===== src/rtl/approx_error_monitor.sv =====
// rtl/approx_error_monitor.sv - error statistics accumulator for the approximate multiplier
// Counts samples/mismatches, sums |approx-exact| with saturation, tracks the maximum distance.
module approx_error_monitor #(
    parameter int PW        = 13,
    parameter int CNT_W     = 16,
    parameter int SUM_W     = 29,
    parameter int N_SAMPLES = 4096
) (
    input  logic             clk,
    input  logic             rst,
    input  logic             start,
    input  logic             in_valid,
    output logic             in_ready,
    input  logic [PW-1:0]    approx_prod,
    input  logic [PW-1:0]    exact_prod,
    output logic             busy,
    output logic             done,
    output logic [CNT_W-1:0] sample_cnt,
    output logic [CNT_W-1:0] err_cnt,
    output logic [SUM_W-1:0] sum_ed,
    output logic [PW-1:0]    max_ed
);

    typedef enum logic [1:0] {
        IDLE = 2'd0,
        RUN  = 2'd1,
        DONE = 2'd2
    } state_t;

    state_t state;
    state_t state_next;

    logic accept;
    logic last_sample;
    logic in_ready_next;
    logic done_next;

    logic [PW:0]    diff;
    logic [PW:0]    diff_neg;
    logic [PW-1:0]  ed;
    logic [SUM_W:0] sum_wide;
    logic [SUM_W-1:0] sum_sat;

    // in_ready is a registered copy of (state == RUN), so it gates accepts directly.
    assign accept      = in_valid & in_ready;
    assign last_sample = (sample_cnt == CNT_W'(N_SAMPLES - 1));

    always_ff @(posedge clk or posedge rst) begin
        if (rst) begin
            state    <= IDLE;
            in_ready <= 1'b0;
            busy     <= 1'b0;
            done     <= 1'b0;
        end else begin
            state    <= state_next;
            in_ready <= in_ready_next;
            busy     <= in_ready_next;
            done     <= done_next;
        end
    end

    always_comb begin
        state_next = state;
        case (state)
            IDLE: begin
                if (start) state_next = RUN;
            end
            RUN: begin
                if (!start && accept && last_sample) state_next = DONE;
            end
            DONE: begin
                if (start) state_next = RUN;
            end
            default: state_next = IDLE;
        endcase
    end

    always_comb begin
        in_ready_next = (state_next == RUN);
        done_next     = (state_next == DONE);
    end

    // Zero-extended operands make the PW+1-bit difference a correct signed value.
    always_comb begin
        diff     = {1'b0, approx_prod} - {1'b0, exact_prod};
        diff_neg = -diff;
        ed       = diff[PW] ? diff_neg[PW-1:0] : diff[PW-1:0];
        sum_wide = {1'b0, sum_ed} + {{(SUM_W + 1 - PW){1'b0}}, ed};
        sum_sat  = sum_wide[SUM_W] ? {SUM_W{1'b1}} : sum_wide[SUM_W-1:0];
    end

    // start clears from any state and takes priority over a coincident sample.
    always_ff @(posedge clk or posedge rst) begin
        if (rst) begin
            sample_cnt <= '0;
            err_cnt    <= '0;
            sum_ed     <= '0;
            max_ed     <= '0;
        end else if (start) begin
            sample_cnt <= '0;
            err_cnt    <= '0;
            sum_ed     <= '0;
            max_ed     <= '0;
        end else if (accept) begin
            sample_cnt <= sample_cnt + CNT_W'(1);
            if (ed != '0) err_cnt <= err_cnt + CNT_W'(1);
            sum_ed <= sum_sat;
            if (ed > max_ed) max_ed <= ed;
        end
    end

endmodule


===== config.mk =====
export PLATFORM = sky130hd
export DESIGN_NAME = approx_error_monitor
export DESIGN_NICKNAME = d
export VERILOG_FILES = /design/src/rtl/approx_error_monitor.sv
export SDC_FILE = /design/constraint.sdc
export NUM_CORES = 1
export LEC_CHECK = 0
export CAP_MARGIN = 20
export CORE_MARGIN = 1
export CORE_UTILIZATION = 55
export CTS_BUF_LIST = sky130_fd_sc_hd__clkbuf_4
export CTS_CLUSTER_DIAMETER = 100
export DETAILED_ROUTE_END_ITERATION = 16
export PLACE_DENSITY = 0.83
export SLEW_MARGIN = 10
export SYNTH_ARGS = -nofsm -noshare
export SYNTH_HDL_FRONTEND = slang
export SYNTH_SLANG_ARGS = --single-unit

===== constraint.sdc =====
create_clock -name clk -period 3.79 [get_ports clk]
set_input_delay 0.758 -clock clk [delete_from_list [all_inputs] [get_ports clk]]
set_output_delay 0.758 -clock clk [all_outputs]
set_load 0.01 [all_outputs]

==> metrics.cfg <==
[power]
p_total_mw = 4.72
powerDensity_mw_per_mm2 = 496
vdd_ir_drop_max_mv = 0.602
total_leakage_power_nw = 4.24

[logic_synthesis]
synth_top_family_by_area = simple AND/OR/NAND/NOR gates
yosys.area.top_type_share_pct = 33.6
ys_seq_area_share_pct = 33.6
netlist_area_mm2 = 0.00581
synth_edf_count = 0
synthesis.instances = 672
yosysUniqueCellTypes = 73
synth.net_count = 749
muxShareOfSynthArea_pct = 2.04
synth_ff_type = dfrtp_1
synth_xor_area_share_pct = 6.91
synthTopCellsByArea = dfrtp_1 (34%), ha_1 (9.7%), nor2_1 (4.6%), xnor2_1 (4.1%), a21oi_1 (3.9%)
synth_compound_area_share_pct = 20.8
synthArstFlopShare_pct = 100
ys_warn_count = 0
synth_commonest_cells = dfrtp_1 (78), nor2_1 (71), nand2_1 (49)
synth_seq_cells = 78
avgSynthCellArea_um2 = 8.65
synth_simple_gate_area_share_pct = 21.9
synth.most_common_cell = dfrtp_1
synth_area_leader_cell = dfrtp_1
synthAdderAreaFrac_pct = 10.4

[cts]
cts.sinks = 78
cts_tree = yes
ctsHoldBuffers = 0
htree_levels = 3
cts-root-buf = clkbuf_4
clockBufferDepth = 2
cts_made_buffers = 9
insertion_delay_ns = 0.44
path_clk_slew_ns = 0.16

[sta]
fin_crit_ns = 4.57
fin_ws_ns = -0.780
finClkSkew_ns = 0.0319
finalSetupViolCount = 58
fmaxAchievable_mhz = 219
worst_slew_pin_slew_ns = 1.03
slew_headroom_pct = 31.3
fin_setup_tns_ns = -34.69
rsz0062_at_grt = true
fin_crit_sh_pct = 121
final-hold-violation-count = 0
holdWs_ns = 0.523
slew_viol_final = 0

[setup_path]
crit_chain = dlygate4sd2_1 -> ha_4 -> buf_6 -> o21a_1 -> buf_4 -> o2111ai_1 -> o21ai_2 -> xor2_1 -> or4b_4 -> nand2_4 -> xnor2_4 -> ha_4 -> nand3_2 -> nor2_4 -> nand3_1 -> o21ai_2 -> nand4_1 -> buf_4 -> and2_4 -> a311oi_1
start_kind = input pin
path_buf_inv = 4
cp_slowest_cell = or4b_4
cp.required_ns = 4.13
critPathMaxFanout = 4
max_stage_delay_ns = 0.58
crit_family = simple AND/OR/NAND/NOR gates
worstPathArrival_ns = 4.91
crit_type = in2reg
worstSetupEndpointType = flop

[worst_hold_path]
min_path_type = reg2reg

[outcome]
status = finished, violations left
failed_checks = setup timing

[floorplanning]
start_util_pct = 56.6
pin_count = 107
fp-row-count = 37
die_w_um = 105
core_area_mm2 = 0.0103
dieHeight_um = 105
die_area_mm2 = 0.0110

[placement]
place_ws_ns = -1.69
dpl.hpwl_um = 13500
port_buffers = 106
gp_congestion = 0.928
placed_area_mm2 = 0.00819

[routing]
ant_nets = 0
num_vias = 7312
wl_per_cell_um = 23.1
detailedRoute.firstIterationViolations = 911
viasPerCell = 6.69
remaining_drc_errors = 0
dr.pass1.iters = 6
routed_wl_um = 25300

[global_routing]
grt_use_total_pct = 37.5
antenna_found_initial = 0
met3_usage_pct = 4.62
use_met2_pct = 68.2
grt-busiest-layer = met2
grt_pass1_wl_um = 33000
grt_max_degree = 79
grt_pass1_vias = 6793
grt.overflow.total = 0
grt_use_met1_pct = 44.3

[cells_and_area]
fillCellCount = 392
syn_to_final_growth_pct = 63.9
drive_above_1_share_pct = 39.6
diodes = 0
final_nets = 1029
fin_area_mm2 = 0.00953

[job]
cap_violations = 0

[final cells by class]
type	instances	area (um2)	area share (%)
Timing Repair Buffer	295	2590	27.2
Tap cell	136	170	1.79
Clock inverter	6	70.1	0.735
Multi-Input combinational cell	531	4520	47.4
Sequential cell	78	1950	20.5
Inverter	37	151	1.59
Clock buffer	10	75.1	0.788
[worst paths after layout]
kind / from / end / slack [ns] / cells past startpoint
worst max-delay path: approx_prod[5] / sum_ed[26]$_DFFE_PP0P_ / -0.78 / 20
worst min-delay path: state[1]$_DFF_PP0_ / done$_DFF_PP0_ / 0.52 / 2
worst max register to register: max_ed[1]$_DFFE_PP0P_ / max_ed[0]$_DFFE_PP0P_ / 0.84 / 13
worst min register to register: state[1]$_DFF_PP0_ / done$_DFF_PP0_ / 0.52 / 2
max in group asynchronous: rst / err_cnt[1]$_DFFE_PP0P_ / 2.16 / 3
min in group asynchronous: rst / sum_ed[25]$_DFFE_PP0P_ / 0.91 / 3
[report_power, final]
part / internal, mW / leakage, nW / switching [mW] / total [mW]
Clock: 0.213 / 0.0696 / 0.335 / 0.549
Sequential: 0.923 / 1.06 / 0.111 / 1.03
Combinational: 1.59 / 3.12 / 1.55 / 3.14
Total: 2.72 / 4.24 / 2.00 / 4.72
[through the flow]
step,utilization [%],instances
detailed placement,79.7,1032
global placement,79.7,1032
global route,92.7,1093
CTS,88.5,1082
finish,92.7,1093
floorplan,-,672
[state kept, by name (all words and copies together), names as in the netlist]
signal	count
sum_ed	29
err_cnt	16
sample_cnt	16
max_ed	13
state	2
busy	1
done	1
[worst register-to-register path: stages, from the launching register on]
cell and delay [ns]:
dfrtp_1 0.43, inv_1 0.14, ha_4 0.22, nor2b_4 0.12, o21a_1 0.19, o21a_1 0.21
o21ai_2 0.15, a21oi_2 0.07, o311ai_2 0.30, a21boi_2 0.11, o31ai_4 0.33, buf_6 0.18
mux2i_1 0.28, nor2_1 0.08
[timing repair]
action	4_1_cts	5_1_grt
pin swaps	75	59
setup endpoints to repair	58	58
buffers inserted	31	13
hold endpoints to repair	0	0
resized for setup	147	82
gates cloned	4	0
[cells by family after synthesis]
group,after synthesis
mux,11
simple gates,250
flops,78
xor+xnor,45
fa+ha+maj,47
compound gates,178
buf+inv,63
[cell usage in the layout (no fill, tap or decap), types with 6 or more instances in the layout]
cell,n
a211oi_1,10
a21o_1,9
a21oi_1,24
a21oi_2,18
a31oi_1,11
and3_1,13
buf_2,7
buf_4,163
buf_6,23
clkbuf_4,10
clkdlybuf4s50_1,83
dfrtp_1,78
ha_1,22
ha_4,22
inv_1,24
inv_2,12
mux2i_1,7
nand2_1,42
nand3_1,24
nand3_2,7
nand4_1,10
nor2_1,61
nor2_2,6
nor2_4,6
nor2b_1,8
nor3_1,6
o21a_1,7
o21ai_0,17
o21ai_1,6
o21ai_2,6
or2_2,6
or3_1,6
or4_1,6
xnor2_1,21
xor2_1,15
[per-layer routing]
layer  vias to the layer above  routed length (um)
met1                      3530                9080
met4                         0                1550
met2                       594               12700
met3                       183                1970
met5                         -                   0
li1                       3005                   -
Note: power is estimated with default switching activity, not from simulation.
